<file path="src/rtl/ysyx_23060201_lsu_if.sv">
// Request, response and memory-port bundle of the load/store unit.
// master = environment (EXU/WBU/memory side), slave = the LSU itself.
interface ysyx_23060201_lsu_if #(
    parameter int ADDR_WIDTH = 32,
    parameter int DATA_WIDTH = 32
);
    logic                  in_valid;
    logic                  in_ready;
    logic                  in_ren;
    logic                  in_wen;
    logic [2:0]            in_funct3;
    logic [ADDR_WIDTH-1:0] in_addr;
    logic [DATA_WIDTH-1:0] in_wdata;
    logic                  out_valid;
    logic                  out_ready;
    logic [DATA_WIDTH-1:0] out_rdata;
    logic                  out_err;
    logic                  mem_ren;
    logic [ADDR_WIDTH-1:0] mem_raddr;
    logic [DATA_WIDTH-1:0] mem_rdata;
    logic                  mem_wen;
    logic [ADDR_WIDTH-1:0] mem_waddr;
    logic [DATA_WIDTH-1:0] mem_wdata;
    logic [7:0]            mem_wmask;
    logic                  mem_ack;

    modport master (
        output in_valid, in_ren, in_wen, in_funct3, in_addr, in_wdata,
        output out_ready, mem_rdata, mem_ack,
        input  in_ready, out_valid, out_rdata, out_err,
        input  mem_ren, mem_raddr, mem_wen, mem_waddr, mem_wdata, mem_wmask
    );

    modport slave (
        input  in_valid, in_ren, in_wen, in_funct3, in_addr, in_wdata,
        input  out_ready, mem_rdata, mem_ack,
        output in_ready, out_valid, out_rdata, out_err,
        output mem_ren, mem_raddr, mem_wen, mem_waddr, mem_wdata, mem_wmask
    );
endinterface

</file>
<file path="src/rtl/ysyx_23060201_lsu.sv">
// Single-request load/store unit: IDLE -> MEM -> RESP, with lane shifting for
// stores and sign/zero extension for loads. All outputs are registered.
module ysyx_23060201_lsu #(
    parameter int ADDR_WIDTH = 32,
    parameter int DATA_WIDTH = 32
) (
    input  logic                clk,
    input  logic                rst,
    ysyx_23060201_lsu_if.slave  io_bus
);

    typedef enum logic [1:0] {
        S_IDLE = 2'd0,
        S_MEM  = 2'd1,
        S_RESP = 2'd2
    } state_t;

    function automatic logic [DATA_WIDTH-1:0] f_load_ext(
        input logic [DATA_WIDTH-1:0] word,
        input logic [1:0]            off,
        input logic [2:0]            f3
    );
        logic [DATA_WIDTH-1:0] sh;
        sh = word >> {off, 3'b000};
        case (f3)
            3'b000:  return {{(DATA_WIDTH-8){sh[7]}}, sh[7:0]};
            3'b001:  return {{(DATA_WIDTH-16){sh[15]}}, sh[15:0]};
            3'b010:  return sh;
            3'b100:  return {{(DATA_WIDTH-8){1'b0}}, sh[7:0]};
            3'b101:  return {{(DATA_WIDTH-16){1'b0}}, sh[15:0]};
            default: return '0;
        endcase
    endfunction

    function automatic logic [7:0] f_store_mask(
        input logic [2:0] f3,
        input logic [1:0] off
    );
        case (f3[1:0])
            2'b00:   return 8'h01 << off;
            2'b01:   return 8'h03 << off;
            default: return 8'h0F;
        endcase
    endfunction

    function automatic logic [DATA_WIDTH-1:0] f_store_data(
        input logic [DATA_WIDTH-1:0] wdata,
        input logic [1:0]            off
    );
        return wdata << {off, 3'b000};
    endfunction

    // Request decode, evaluated only while IDLE.
    logic                  w_is_load;
    logic                  w_is_store;
    logic                  w_both;
    logic                  w_f3_ok_ld;
    logic                  w_f3_ok_st;
    logic                  w_misalign;
    logic                  w_err;
    logic [1:0]            w_off;
    logic [ADDR_WIDTH-1:0] w_aligned;

    assign w_off      = io_bus.in_addr[1:0];
    assign w_aligned  = {io_bus.in_addr[ADDR_WIDTH-1:2], 2'b00};
    assign w_is_load  = io_bus.in_ren & ~io_bus.in_wen;
    assign w_is_store = io_bus.in_wen & ~io_bus.in_ren;
    assign w_both     = io_bus.in_ren & io_bus.in_wen;
    assign w_f3_ok_ld = io_bus.in_funct3 inside {3'b000, 3'b001, 3'b010, 3'b100, 3'b101};
    assign w_f3_ok_st = io_bus.in_funct3 inside {3'b000, 3'b001, 3'b010};
    assign w_misalign = ((io_bus.in_funct3[1:0] == 2'b01) & w_off[0]) |
                        ((io_bus.in_funct3[1:0] == 2'b10) & (w_off != 2'b00));
    assign w_err      = w_both |
                        (w_is_load  & (~w_f3_ok_ld | w_misalign)) |
                        (w_is_store & (~w_f3_ok_st | w_misalign));

    state_t                r_state;
    logic                  r_ren;
    logic [2:0]            r_funct3;
    logic [1:0]            r_off;
    logic                  r_in_ready;
    logic                  r_out_valid;
    logic                  r_out_err;
    logic [DATA_WIDTH-1:0] r_out_rdata;
    logic                  r_mem_ren;
    logic                  r_mem_wen;
    logic [ADDR_WIDTH-1:0] r_mem_raddr;
    logic [ADDR_WIDTH-1:0] r_mem_waddr;
    logic [DATA_WIDTH-1:0] r_mem_wdata;
    logic [7:0]            r_mem_wmask;

    // Async reset drops the memory strobes immediately, abandoning any access.
    always_ff @(posedge clk or posedge rst) begin
        if (rst) begin
            r_state     <= S_IDLE;
            r_ren       <= 1'b0;
            r_funct3    <= 3'b000;
            r_off       <= 2'b00;
            r_in_ready  <= 1'b1;
            r_out_valid <= 1'b0;
            r_out_err   <= 1'b0;
            r_out_rdata <= '0;
            r_mem_ren   <= 1'b0;
            r_mem_wen   <= 1'b0;
            r_mem_raddr <= '0;
            r_mem_waddr <= '0;
            r_mem_wdata <= '0;
            r_mem_wmask <= 8'h00;
        end else begin
            case (r_state)
                S_IDLE: begin
                    if (io_bus.in_valid) begin
                        r_in_ready <= 1'b0;
                        r_ren      <= w_is_load;
                        r_funct3   <= io_bus.in_funct3;
                        r_off      <= w_off;
                        if (w_err || (!w_is_load && !w_is_store)) begin
                            r_state     <= S_RESP;
                            r_out_valid <= 1'b1;
                            r_out_err   <= w_err;
                            r_out_rdata <= '0;
                        end else begin
                            r_state     <= S_MEM;
                            r_mem_ren   <= w_is_load;
                            r_mem_wen   <= w_is_store;
                            r_mem_raddr <= w_aligned;
                            r_mem_waddr <= w_aligned;
                            r_mem_wdata <= w_is_store ? f_store_data(io_bus.in_wdata, w_off) : '0;
                            r_mem_wmask <= w_is_store ? f_store_mask(io_bus.in_funct3, w_off) : 8'h00;
                        end
                    end
                end
                S_MEM: begin
                    if (io_bus.mem_ack) begin
                        r_state     <= S_RESP;
                        r_mem_ren   <= 1'b0;
                        r_mem_wen   <= 1'b0;
                        r_mem_raddr <= '0;
                        r_mem_waddr <= '0;
                        r_mem_wdata <= '0;
                        r_mem_wmask <= 8'h00;
                        r_out_valid <= 1'b1;
                        r_out_err   <= 1'b0;
                        r_out_rdata <= r_ren ? f_load_ext(io_bus.mem_rdata, r_off, r_funct3) : '0;
                    end
                end
                S_RESP: begin
                    if (io_bus.out_ready) begin
                        r_state     <= S_IDLE;
                        r_in_ready  <= 1'b1;
                        r_out_valid <= 1'b0;
                        r_out_err   <= 1'b0;
                        r_out_rdata <= '0;
                    end
                end
                default: begin
                    r_state     <= S_IDLE;
                    r_in_ready  <= 1'b1;
                    r_out_valid <= 1'b0;
                    r_out_err   <= 1'b0;
                    r_mem_ren   <= 1'b0;
                    r_mem_wen   <= 1'b0;
                end
            endcase
        end
    end

    assign io_bus.in_ready  = r_in_ready;
    assign io_bus.out_valid = r_out_valid;
    assign io_bus.out_err   = r_out_err;
    assign io_bus.out_rdata = r_out_rdata;
    assign io_bus.mem_ren   = r_mem_ren;
    assign io_bus.mem_wen   = r_mem_wen;
    assign io_bus.mem_raddr = r_mem_raddr;
    assign io_bus.mem_waddr = r_mem_waddr;
    assign io_bus.mem_wdata = r_mem_wdata;
    assign io_bus.mem_wmask = r_mem_wmask;

endmodule

</file>
<file path="src/flat_wrapper.sv">
// flat-port wrapper written by rule: the top's interface ports become plain ports
module ysyx_23060201_lsu_flat 
#(
    parameter int ADDR_WIDTH = 32,
    parameter int DATA_WIDTH = 32
)
  (clk, rst, io_bus_in_valid, io_bus_in_ren, io_bus_in_wen, io_bus_in_funct3, io_bus_in_addr, io_bus_in_wdata, io_bus_out_ready, io_bus_mem_rdata, io_bus_mem_ack, io_bus_in_ready, io_bus_out_valid, io_bus_out_rdata, io_bus_out_err, io_bus_mem_ren, io_bus_mem_raddr, io_bus_mem_wen, io_bus_mem_waddr, io_bus_mem_wdata, io_bus_mem_wmask);
  ysyx_23060201_lsu_if #(.ADDR_WIDTH(ADDR_WIDTH), .DATA_WIDTH(DATA_WIDTH)) io_bus_i ();
  input  logic clk;
  input  logic rst;
  input wire logic [$bits(io_bus_i.in_valid)-1:0] io_bus_in_valid;
  input wire logic [$bits(io_bus_i.in_ren)-1:0] io_bus_in_ren;
  input wire logic [$bits(io_bus_i.in_wen)-1:0] io_bus_in_wen;
  input wire logic [$bits(io_bus_i.in_funct3)-1:0] io_bus_in_funct3;
  input wire logic [$bits(io_bus_i.in_addr)-1:0] io_bus_in_addr;
  input wire logic [$bits(io_bus_i.in_wdata)-1:0] io_bus_in_wdata;
  input wire logic [$bits(io_bus_i.out_ready)-1:0] io_bus_out_ready;
  input wire logic [$bits(io_bus_i.mem_rdata)-1:0] io_bus_mem_rdata;
  input wire logic [$bits(io_bus_i.mem_ack)-1:0] io_bus_mem_ack;
  output wire logic [$bits(io_bus_i.in_ready)-1:0] io_bus_in_ready;
  output wire logic [$bits(io_bus_i.out_valid)-1:0] io_bus_out_valid;
  output wire logic [$bits(io_bus_i.out_rdata)-1:0] io_bus_out_rdata;
  output wire logic [$bits(io_bus_i.out_err)-1:0] io_bus_out_err;
  output wire logic [$bits(io_bus_i.mem_ren)-1:0] io_bus_mem_ren;
  output wire logic [$bits(io_bus_i.mem_raddr)-1:0] io_bus_mem_raddr;
  output wire logic [$bits(io_bus_i.mem_wen)-1:0] io_bus_mem_wen;
  output wire logic [$bits(io_bus_i.mem_waddr)-1:0] io_bus_mem_waddr;
  output wire logic [$bits(io_bus_i.mem_wdata)-1:0] io_bus_mem_wdata;
  output wire logic [$bits(io_bus_i.mem_wmask)-1:0] io_bus_mem_wmask;
  assign io_bus_i.in_valid = io_bus_in_valid;
  assign io_bus_i.in_ren = io_bus_in_ren;
  assign io_bus_i.in_wen = io_bus_in_wen;
  assign io_bus_i.in_funct3 = io_bus_in_funct3;
  assign io_bus_i.in_addr = io_bus_in_addr;
  assign io_bus_i.in_wdata = io_bus_in_wdata;
  assign io_bus_i.out_ready = io_bus_out_ready;
  assign io_bus_i.mem_rdata = io_bus_mem_rdata;
  assign io_bus_i.mem_ack = io_bus_mem_ack;
  assign io_bus_in_ready = io_bus_i.in_ready;
  assign io_bus_out_valid = io_bus_i.out_valid;
  assign io_bus_out_rdata = io_bus_i.out_rdata;
  assign io_bus_out_err = io_bus_i.out_err;
  assign io_bus_mem_ren = io_bus_i.mem_ren;
  assign io_bus_mem_raddr = io_bus_i.mem_raddr;
  assign io_bus_mem_wen = io_bus_i.mem_wen;
  assign io_bus_mem_waddr = io_bus_i.mem_waddr;
  assign io_bus_mem_wdata = io_bus_i.mem_wdata;
  assign io_bus_mem_wmask = io_bus_i.mem_wmask;
  ysyx_23060201_lsu #(.ADDR_WIDTH(ADDR_WIDTH), .DATA_WIDTH(DATA_WIDTH)) u_core (.clk(clk), .rst(rst), .io_bus(io_bus_i));
endmodule
</file>
<file path="config.mk">
export PLATFORM = sky130hd
export DESIGN_NAME = ysyx_23060201_lsu_flat
export DESIGN_NICKNAME = d
export VERILOG_FILES = /design/src/rtl/ysyx_23060201_lsu_if.sv /design/src/rtl/ysyx_23060201_lsu.sv /design/src/flat_wrapper.sv
export SDC_FILE = /design/constraint.sdc
export NUM_CORES = 1
export LEC_CHECK = 0
export CAP_MARGIN = 20
export CORE_ASPECT_RATIO = 0.7
export CORE_MARGIN = 2
export CORE_UTILIZATION = 47
export CTS_CLUSTER_DIAMETER = 50
export DETAILED_ROUTE_END_ITERATION = 7
export PLACE_DENSITY = 0.86
export RECOVER_POWER = 50
export SLEW_MARGIN = 5
export SYNTH_ARGS = -nofsm -noshare
export SYNTH_HDL_FRONTEND = slang
export SYNTH_SLANG_ARGS = --single-unit
</file>
<file path="constraint.sdc">
create_clock -name clk -period 8.8 [get_ports clk]
set_clock_uncertainty 0.2 [all_clocks]
set_input_delay 1.76 -clock clk [delete_from_list [all_inputs] [get_ports clk]]
set_output_delay 1.76 -clock clk [all_outputs]
set_load 0.01 [all_outputs]
</file>
Word-level counts from Yosys, hierarchy flattened. Index checks and enable logic that the tools add are counted.

Register bits: 117. Input port bits: 106. Output and inout bits: 141. Word-level logic and storage cells: 116.

Equality and inequality tests: 17. Shift-type cells: 4. Mux-type cells: 44. Bitwise logic cells: 18. Reduce and logical (&&, ||, !) cells: 20.

Operators with widths (count): $mux W32 (11); $pmux W32 S5 (1); $pmux W32 S2 (2); $pmux W32 S3 (1); $mux W8 (4); $pmux W8 S2 (2); $shl A32 B5 Y32 (1); $shr A32 B5 Y32 (1); $pmux W1 S3 (5); $mux W1 (13); $eq A3 B3 Y1 const B (4); $reduce_and A4 Y1 (3); $mux W2 (4); $ne A2 B2 Y1 const B (4); $shl A1 B2 Y8 const A (1); $shl A2 B2 Y8 const A (1); $and A1 B1 Y1 (7); $eq A3 B1 Y1 const B (2); $eq A3 B2 Y1 const B (2); $logic_not A3 Y1 (2); $not A1 Y1 (6); $pmux W2 S3 (1); $reduce_and A3 Y1 (2); $reduce_bool A3 Y1 (2); 12 further kinds (21).

Longest topological paths before layout. Gate-level depths: netlist (run 1).

Depth after elaboration: 11. Gate-level depth with buffers: 9. Gate-level depth less buffers: 6.

Worst setup path before layout (run 1). OpenSTA, ideal clock, no wires.

Path type: input port to flip-flop. Start point: input port io_bus_in_ren. End point: register u_core.r_out_rdata[10] (netlist: u_core.io_bus.out_rdata[10]). Library setup time: 128 ps. Data arrival time: 3230 ps. Required time: 8472 ps. Path slack: 5243 ps. Stages on the path: 8. Path buffers: 2. Path through: inv_1 ha_1 buf_2 a221oi_2 o31ai_2 o211ai_2 buf_4 mux2_1.

Longest elaborated chain between the ends: 7. Elaborated cells between the ends (all ways): 14.

Ends and longest elaborated chain: start, declared (line flat_wrapper.sv:12) `input wire logic [$bits(io_bus_i.in_ren)-1:0] io_bus_in_ren;`; $and A1 B1 Y1 / $not A1 Y1 (equally long branches) (line ysyx_23060201_lsu.sv:66, ysyx_23060201_lsu.sv:67); $and A1 B1 Y1, on equally long branches (line ysyx_23060201_lsu.sv:74, ysyx_23060201_lsu.sv:67); $or A1 B1 Y1, or another cell as far along (line ysyx_23060201_lsu.sv:73) `assign w_err = w_both |`; $or A1 B1 Y1 / $logic_and A1 B1 Y1 (equally long branches) (line ysyx_23060201_lsu.sv:74, ysyx_23060201_lsu.sv:117); $logic_or A1 B1 Y1 (*) (line ysyx_23060201_lsu.sv:117) `if (w_err || (!w_is_load && !w_is_store)) begin`; $ne A2 B1 Y1 (no line) (*); $reduce_and A5 Y1 (no line) (*); end signal, assigned (line ysyx_23060201_lsu.sv:144) `r_out_rdata <= r_ren ? f_load_ext(io_bus.mem_rdata, r_off, r_funct3) : '0;`; end, declared (line ysyx_23060201_lsu.sv:84) `logic [DATA_WIDTH-1:0] r_out_rdata;`.

Every way passes the cells marked *; elsewhere a longest branch is shown, timed or not. A chain may end at the register's enable or synchronous reset.

Worst setup path after layout (run 1).
Start point: input port io_bus_in_wen. End point: register u_core.r_mem_wdata[15] (netlist: u_core.io_bus.mem_wdata[15]).

Longest elaborated chain between the ends: 8. Elaborated cells between the ends (all ways): 18.

Ends and longest elaborated chain: start, declared (line flat_wrapper.sv:13) `input wire logic [$bits(io_bus_i.in_wen)-1:0] io_bus_in_wen;`; $not A1 Y1 (line ysyx_23060201_lsu.sv:66) `assign w_is_load = io_bus.in_ren & ~io_bus.in_wen;`; $and A1 B1 Y1 (line ysyx_23060201_lsu.sv:66); $and A1 B1 Y1 (line ysyx_23060201_lsu.sv:74) `(w_is_load & (~w_f3_ok_ld | w_misalign)) |`; $or A1 B1 Y1 (line ysyx_23060201_lsu.sv:73); $or A1 B1 Y1 (line ysyx_23060201_lsu.sv:74); $logic_or A1 B1 Y1 (line ysyx_23060201_lsu.sv:117); $ne A2 B2 Y1 (no line); $reduce_and A4 Y1 (no line); end signal, assigned (line ysyx_23060201_lsu.sv:128) `r_mem_wdata <= w_is_store ? f_store_data(io_bus.in_wdata, w_off) : '0;`; end, declared (line ysyx_23060201_lsu.sv:89) `logic [DATA_WIDTH-1:0] r_mem_wdata;`.

Several ways; a longest one is shown, not always the timed one. The select of a mux whose other input is x is not followed.

==> results of run 1 <==
-- state kept, by name (all words and copies together) (netlist names) --
signal                   flops
u_core.r_off                 2
u_core.io_bus.mem_wmask      5
u_core.r_funct3              3
u_core.io_bus.mem_wen        1
u_core.io_bus.in_ready       1
u_core.io_bus.out_err        1
u_core.io_bus.mem_wdata     32
u_core.io_bus.mem_ren        1
u_core.io_bus.out_valid      1
u_core.r_ren                 1
u_core.io_bus.out_rdata     32
u_core.r_state               2
u_core.io_bus.mem_raddr     30
-- stage by stage --
step | cells | hold WS, ns | util | total power (uW)
4_1_cts | 911 | 0.297 | 0.682 | 2440
3_5_place_dp | 895 | 0.277 | 0.659 | 2030
3_3_place_gp | 894 | 0.271 | 0.658 | 2000
6_report | 914 | 0.285 | 0.686 | 2420
2_1_floorplan | 573 | 0.273 | - | 1550
5_1_grt | 914 | 0.298 | 0.686 | 2560
-- metal layers --
layer / track usage / vias up / wire [um]
li1: - / 2437 / -
met1: 0.335 / 2579 / 7800
met3: 0.0616 / 25 / 1220
met2: 0.409 / 211 / 8320
met5: 0 / - / 0
met4: 0.0816 / 0 / 350
-- worst min-delay path by stage --
stage / start / end / depth (start not counted)
finish: u_core.io_bus.out_rdata[11]$_DFFE_PP0P_ / u_core.io_bus.out_rdata[11]$_DFFE_PP0P_ / 1
CTS: u_core.io_bus.mem_wdata[11]$_DFFE_PP0P_ / u_core.io_bus.mem_wdata[11]$_DFFE_PP0P_ / 1
detailed placement: u_core.io_bus.mem_wdata[7]$_DFFE_PP0P_ / u_core.io_bus.mem_wdata[7]$_DFFE_PP0P_ / 1
global route: u_core.io_bus.mem_wdata[11]$_DFFE_PP0P_ / u_core.io_bus.mem_wdata[11]$_DFFE_PP0P_ / 1
global placement: u_core.io_bus.mem_wmask[4]$_DFFE_PP0P_ / u_core.io_bus.mem_wmask[4]$_DFFE_PP0P_ / 1
floorplan: u_core.r_ren$_DFFE_PP0P_ / u_core.r_ren$_DFFE_PP0P_ / 1
-- worst max-delay path, cell delays in order --
cell                              delay [ns]
sky130_fd_sc_hd__clkdlybuf4s50_1        0.54
sky130_fd_sc_hd__ha_1                   0.33
sky130_fd_sc_hd__nor2_1                 0.13
sky130_fd_sc_hd__o31a_2                 0.43
sky130_fd_sc_hd__o21ai_4                0.13
sky130_fd_sc_hd__buf_4                  0.59
sky130_fd_sc_hd__mux2_1                 0.40
-- area by class of cell --
class	instances	area (um^2)
fill	929	3940
sequential	112	2800
multi-input combinational	368	2780
timing repair buffer	251	2520
clock buffer	9	225
tap	162	203
clock inverter	7	65.1
inverter	5	20.0
-- power groups by stage --
stage               logic [uW]  clock network (uW)  registers (uW)
floorplan                  728                   0             825
global placement          1170                   0             827
detailed placement        1200                   0             834
CTS                       1200                 406             831
global route              1300                 426             837
finish                    1210                 396             814
-- cells in the mapped netlist, drive strengths merged (2+ instances only) --
cell type and instances:
nor3b 2, a21oi 11, a211oi 15, ha 3, nand3 38, nor2b 12
a22o 37, and2 3, o21bai 2, o31a 2, a2bb2oi 7, nor3 3
nand2b 3, dfrtp 111, nand3b 10, nand2 20, mux2i 33, mux2 37
clkbuf 21, inv 5, o2bb2ai 39, buf 67, o22a 2, o21ai 23
o211ai 18, nor2 25
-- kinds of logic after synthesis --
| family | count (synthesis) | share of synthesized area |
|---|---|---|
| flops | 112 | 0.460 |
| simple gates | 123 | 0.105 |
| compound gates | 164 | 0.211 |
| buf+inv | 93 | 0.0907 |
| mux | 71 | 0.126 |
| fa+ha+maj | 3 | 0.00616 |
| other cells | 1 | 0.000615 |
-- cells in the final DEF (no fill, tap or decap), types with 10 or more instances in the layout --
cell	Yosys	routed
sky130_fd_sc_hd__dlygate4sd3_1	0	62
sky130_fd_sc_hd__a21oi_1	11	11
sky130_fd_sc_hd__o21ai_0	21	21
sky130_fd_sc_hd__dfrtp_1	111	111
sky130_fd_sc_hd__nand3_1	38	38
sky130_fd_sc_hd__mux2_2	15	15
sky130_fd_sc_hd__o2bb2ai_1	39	39
sky130_fd_sc_hd__a211oi_1	15	15
sky130_fd_sc_hd__nor2_1	25	23
sky130_fd_sc_hd__nand3b_1	10	10
sky130_fd_sc_hd__nor2b_1	12	12
sky130_fd_sc_hd__nand2_1	20	20
sky130_fd_sc_hd__mux2i_1	33	33
sky130_fd_sc_hd__a22o_1	37	37
sky130_fd_sc_hd__clkdlybuf4s50_1	0	177
sky130_fd_sc_hd__mux2_1	22	22
sky130_fd_sc_hd__o211ai_1	17	17
==> results.md, run 1 <==
* Number of max-slew violations in the final report at 0
* Combinational share of power at 0.500
* Max cap viols at 0
* Detailed-route DRC error count at 12
* Violations in the final reports: design-rule violations
* Fraction of post-synthesis cell area in the top cell type by area at 0.455
* Yosys top cell by area: sky130_fd_sc_hd__dfrtp_1
* Fraction of registers with async set or reset after synthesis at 1.00
* Routed length per instance at 19.4 um
* Post-Place Setup Slack at 4.19 ns
* Number of hold-slack violations in the final timing report at 0
* Slew at the pin with the worst max-slew slack at 1.19 ns
* Smallest setup slack after layout at 4.51 ns
* Number of distinct library cells after synthesis at 52
* Gate count of the mapped netlist at 567
* Highest achievable clock rate at 233 MHz
* Number of antenna violations at the first check in global routing at 0
* CTS tree: built
* Register bit count reported by yosys at 112
* Sw Pwr at 932 uW
* Worst-case vdd ir drop at 0.186 mV
* Initial DRC Count at 346
* Capture instance of the worst register-to-register path: u_core.io_bus.mem_wdata[18]$_DFFE_PP0P_
* Yosys synthesis warning count at 0
* Setup violation total in the final timing report at 0
* Slew HR at 0.200
* Number of detailed-route iterations in the first pass at 7
* Primary FF master, synth: sky130_fd_sc_hd__dfrtp_1
* Pin count of the biggest net entering global routing at 85
* Status: complete, but fails checks
* Via count at 5252
* Post-Syn Area at 6100 um^2
* PD cells at 281 nW/um^2
* P_leak at 0.00380 uW
* Crit. End Element: register
* Share of the clock period used by the worst path at 0.488
* Critical Path Source: io_bus_in_wen
* Number of global-route vias before repair at 5121
* Count of hold-fix buffers inserted at cts at 0
* Clock transition at the registers of the reported paths at 0.08 ns
* Capturing instance or port of the critical path: u_core.io_bus.mem_wdata[15]$_DFFE_PP0P_
* Finished layout cell area at 8610 um^2
* Portion of total power attributed to the clock network at 0.164
* Dpl hpwl at 13000 um
* Part of the total power dissipated in sequential elements at 0.337
* GRT Util Overall at 0.251
* Biggest fanout along the worst timing path at 67
* Area added between synthesis and finish at 41.3%
* Bufs on Longest Clock Path at 2
* Post-Synthesis Mean Instance Area at 10.8 um^2
* Hold WC Path Type: register to register
* Accumulated negative setup slack at 0 ns
* Final #Nets at 856
* Number of I/O port buffers at 239
* Gates resized, CTS repair at 0
* Reg2reg path depth at 4
* Switch share at 0.385
* Launch point of the worst reg-to-reg path: u_core.r_state[0]$_DFFE_PP0P_
* Number of I/O pins at 247
* Vert. Die Dim at 99.3 um
* Area of the die at 13900 um^2
* Arrival time reported for the critical path endpoint at 4.32 ns
* Post-Place Cell Area at 8270 um^2
* Portion of the post-synthesis area used by sequential elements at 0.460
* Number of buffers added by the clock tree synthesis step at 9
* RSZ-0062 raised after global routing: false
* RD Place Congestion at 0.899
* Share of layout cells above drive strength 1 at 0.0731
* Setup Crit Path Kind: input pin to register
* Number of flops mapped to enable cells by yosys at 0
* Gr ovfl total at 0
* ANT nets after route at 0
* Number of antenna diodes at 0
* Clock sink count at 112
* Die boundary width at 140 um
* Min Tclk post-route at 4.29 ns
* Minimum setup slack among reg-to-reg paths at 5.98 ns
* Top cells by area, synth: sky130_fd_sc_hd__dfrtp_1, sky130_fd_sc_hd__o2bb2ai_1, sky130_fd_sc_hd__buf_4
* First-pass GRT wire length at 27600 um
* Ratio of routed vias to standard cells at 5.75
* Design internal power at 1490 uW
* Total setup buffers inserted after CTS at 0
* Kind of start point of the critical path: input pin
* CP Data Required Time at 8.83 ns
* DRT Wirelength at 17700 um
* Later-pin clock latency in the skew report at 0.35 ns
* Area of the core region at 12500 um^2
* Initial core utilization at 0.486
* Row cnt at 34
* Library cell used as clock root buffer: sky130_fd_sc_hd__clkbuf_16
* Max H-tree Level at 3
Power figures use the tool's default switching activity.
==> run 2: changes to the inputs <==
--- a/config.mk
+++ b/config.mk
@@ -8,10 +8,10 @@
 export CAP_MARGIN = 20
 export CORE_ASPECT_RATIO = 0.7
 export CORE_MARGIN = 2
-export CORE_UTILIZATION = 47
+export CORE_UTILIZATION = 40
 export CTS_CLUSTER_DIAMETER = 50
 export DETAILED_ROUTE_END_ITERATION = 7
-export PLACE_DENSITY = 0.86
+export PLACE_DENSITY = 0.78
 export RECOVER_POWER = 50
 export SLEW_MARGIN = 5
 export SYNTH_ARGS = -nofsm -noshare
==> constraint.sdc (replaced) <==
create_clock -name clk -period 3.8 [get_ports clk]
set_clock_uncertainty 0.2 [all_clocks]
set_input_delay 0.76 -clock clk [delete_from_list [all_inputs] [get_ports clk]]
set_output_delay 0.76 -clock clk [all_outputs]
set_load 0.01 [all_outputs]
==> run 2 against run 1 <==
Against the previous run: the flow now finishes without violations; register-to-register slack worse by 4.8 ns; first-iteration DRC count down 4.6%; sequential power up 130%; flip-flop and latch count unchanged; wire length up 2.5%; via count down 1.3%; core utilization down 10 points; clock-buffer cell count up 1; global-route usage down 2.8 points; non-clock buffer count up 4; worst setup slack worse by 3.9 ns; critical path type unchanged; largest cell class unchanged.
==> results.md, run 2 (synthesized netlist as in run 1, its figures left out) <==
* Number of antenna violations at the first check in global routing at 0 (unchanged)
* Share of the clock period used by the worst path at 0.828
* Number of max-slew violations in the final report at 0 (unchanged)
* RSZ-0062 raised after global routing: false
* Commonest cells after routing, fill and taps aside: sky130_fd_sc_hd__clkdlybuf4s50_1, sky130_fd_sc_hd__dfrtp_1, sky130_fd_sc_hd__dlygate4sd3_1, sky130_fd_sc_hd__o2bb2ai_1, sky130_fd_sc_hd__nand3_1
* Slew at the pin with the worst max-slew slack at 1.49 ns (+0.293 ns)
* Combinational share of power at 0.499 (about the same)
* Clock transition at the registers of the reported paths at 0.08 ns (about the same)
* DRT Wirelength at 18100 um (+2.5%)
* P_leak at 0.00380 uW (unchanged)
* Number of I/O port buffers at 239 (unchanged)
* Area added between synthesis and finish at 42.1%
* Part of the total power dissipated in sequential elements at 0.332 (-0.005)
* Capturing instance or port of the critical path: u_core.io_bus.mem_wdata[30]$_DFFE_PP0P_
* Portion of total power attributed to the clock network at 0.169 (+0.005)
* Max H-tree Level at 3 (unchanged)
* PD cells at 652 nW/um^2 (+130%)
* Slowest cell delay on critical path at 0.69 ns (+0.10 ns)
* Arrival time reported for the critical path endpoint at 3.23 ns (-1.09 ns)
* Dpl cells at 934 (+4.4%)
* Library cell used as clock root buffer: sky130_fd_sc_hd__clkbuf_16
* Gates resized, CTS repair at 0 (unchanged)
* Area of the core region at 14800 um^2 (+18%)
* Met2 wire length at 8570 um (+3.0%)
* Number of buffers added by the clock tree synthesis step at 9 (unchanged)
* Die boundary width at 152 um (+8.2%)
* Met1 Routed Length at 8100 um (+3.8%)
* Number of hold-slack violations in the final timing report at 0 (unchanged)
* Number of antenna diodes at 0 (unchanged)
* Multi-input logic area at 2780 um^2 (unchanged)
* Routed length per instance at 19.1 um (-1.3%)
* Capture instance of the worst register-to-register path: u_core.io_bus.out_rdata[22]$_DFFE_PP0P_
* Final #Nets at 860 (+0.47%)
* RD Place Congestion at 0.900 (+0.11%)
* Reg2reg path depth at 4 (unchanged)
* Detailed-route DRC error count at 0 (-12)
* Cell depth of the worst hold path at 1 (unchanged)
* Bufs on Longest Clock Path at 2 (unchanged)
* Later-pin clock latency in the skew report at 0.35 ns (about the same)
* Share of layout cells above drive strength 1 at 0.0781 (+0.00501)
* Number of detailed-route iterations in the first pass at 4 (-3)
* Min Tclk post-route at 3.15 ns
* Biggest fanout along the worst timing path at 19 (-72%)
* Critical Path Source: io_bus_in_ren
* Status: finished clean
* Highest layer used for signal routing: met4
* Number of I/O pins at 247 (unchanged)
* Initial DRC Count at 330 (-4.6%)
* GRT Util Overall at 0.223 (-0.0282)
* Switch share at 0.377 (-0.00801)
* Total setup buffers inserted after CTS at 0 (unchanged)
* Accumulated negative setup slack at 0 ns (unchanged)
* Gr ovfl total at 0 (unchanged)
* Launch point of the worst reg-to-reg path: u_core.r_off[1]$_DFFE_PP0P_
* Hold WC Path Type: register to register
* Max cap viols at 0 (unchanged)
* Setup Crit Path Kind: input pin to register
* Ratio of routed vias to standard cells at 5.46 (-5.1%)
* Dpl hpwl at 13800 um (+6.3%)
* Worst-case vdd ir drop at 0.389 mV (+110%)
* Sw Pwr at 2130 uW (+130%)
* Ordered list of cells on the worst path: clkdlybuf4s50_1 > inv_1 > ha_1 > a221oi_2 > o31a_2 > o2111a_1 > a22o_1
* Highest achievable clock rate at 318 MHz
* Filler cell count in the final layout at 1222 (+32%)
* Minimum setup slack among reg-to-reg paths at 1.22 ns (-4.76 ns)
* Count of hold-fix buffers inserted at cts at 0 (unchanged)
* Register Area at 2800 um^2 (unchanged)
* Met3 routed wirelength at 1190 um (-2.1%)
* Row cnt at 37 (+8.8%)
* Number of global-route vias before repair at 5269 (+2.9%)
* ANT nets after route at 0 (unchanged)
* Crit. End Element: register
* Kind of start point of the critical path: input pin
* Final instance count without filler cells at 950 (+3.9%)
* Clock sink count at 112 (unchanged)
* Initial core utilization at 0.412 (-0.0743)
* Area of the die at 16300 um^2 (+17%)
* Vert. Die Dim at 107 um (+8.1%)
* Via count at 5183 (-1.3%)
* Design internal power at 3520 uW (+140%)
* First-pass GRT wire length at 27900 um (+1.1%)
* CP Data Required Time at 3.89 ns (-4.94 ns)
* CTS tree: built
* Setup violation total in the final timing report at 0 (unchanged)
* Pin count of the biggest net entering global routing at 113 (+33%)
* Cell at the slowest stage of the critical path: sky130_fd_sc_hd__o2111a_1
* Most common library cell in the layout ignoring fill and taps: sky130_fd_sc_hd__clkdlybuf4s50_1
* Slew HR at 0.00933 (-0.191)
-- run 2: layer usage --
metal / track usage / up-vias
li1: - / 2439
met1: 0.305 / 2524
met2: 0.356 / 197
met3: 0.0513 / 23
met4: 0.0655 / 0
met5: 0 / -
-- run 2: how the worst min path moves through the flow --
| stage | startpoint | slack, ns | to |
|---|---|---|---|
| 2_1_floorplan | u_core.r_ren$_DFFE_PP0P_ | 0.27 | u_core.r_ren$_DFFE_PP0P_ |
| 3_3_place_gp | u_core.io_bus.mem_wdata[3]$_DFFE_PP0P_ | 0.28 | u_core.io_bus.mem_wdata[3]$_DFFE_PP0P_ |
| 3_5_place_dp | u_core.io_bus.mem_wdata[3]$_DFFE_PP0P_ | 0.28 | u_core.io_bus.mem_wdata[3]$_DFFE_PP0P_ |
| 4_1_cts | u_core.io_bus.mem_wmask[2]$_DFFE_PP0P_ | 0.29 | u_core.io_bus.mem_wmask[2]$_DFFE_PP0P_ |
| 5_1_grt | u_core.io_bus.out_rdata[13]$_DFFE_PP0P_ | 0.30 | u_core.io_bus.out_rdata[13]$_DFFE_PP0P_ |
| 6_report | u_core.io_bus.out_rdata[13]$_DFFE_PP0P_ | 0.29 | u_core.io_bus.out_rdata[13]$_DFFE_PP0P_ |
-- run 2: final cells by class --
type | instances | share of cell area
flip-flops and latches | 112 | 0.324
clock inverters | 5 | 0.00722
well taps | 195 | 0.0282
inverters | 5 | 0.00260
multi-input cells | 368 | 0.321
repair buffers | 255 | 0.290
clock buffers | 10 | 0.0276
-- run 2: metrics by stage --
| stage | cell area [um^2] | worst slack (ns) | hold slack [ns] | total power, uW | utilization |
|---|---|---|---|---|---|
| 3_5_place_dp | 8370 | 0.292 | 0.277 | 4770 | 0.565 |
| 3_3_place_gp | 8370 | 0.368 | 0.277 | 4690 | 0.565 |
| 5_1_grt | 8670 | 0.494 | 0.295 | 5980 | 0.585 |
| 6_report | 8670 | 0.654 | 0.287 | 5650 | 0.585 |
| 2_1_floorplan | 6120 | 1.24 | 0.273 | 3600 | - |
| 4_1_cts | 8670 | 0.657 | 0.294 | 5750 | 0.585 |
-- run 2: power groups by stage --
stage	registers (uW)	clock network, uW	logic (uW)
3_5_place_dp	1890	0	2880
6_report	1870	955	2820
3_3_place_gp	1880	0	2810
5_1_grt	1930	1030	3020
4_1_cts	1880	977	2890
2_1_floorplan	1910	0	1690
-- run 2: critical path: cells and delay by family --
kind                       cells  cell delay (ns)
adders and majority gates      1             0.28
buffers and inverters          2             0.63
AOI/OAI and AO/OA              4             1.55
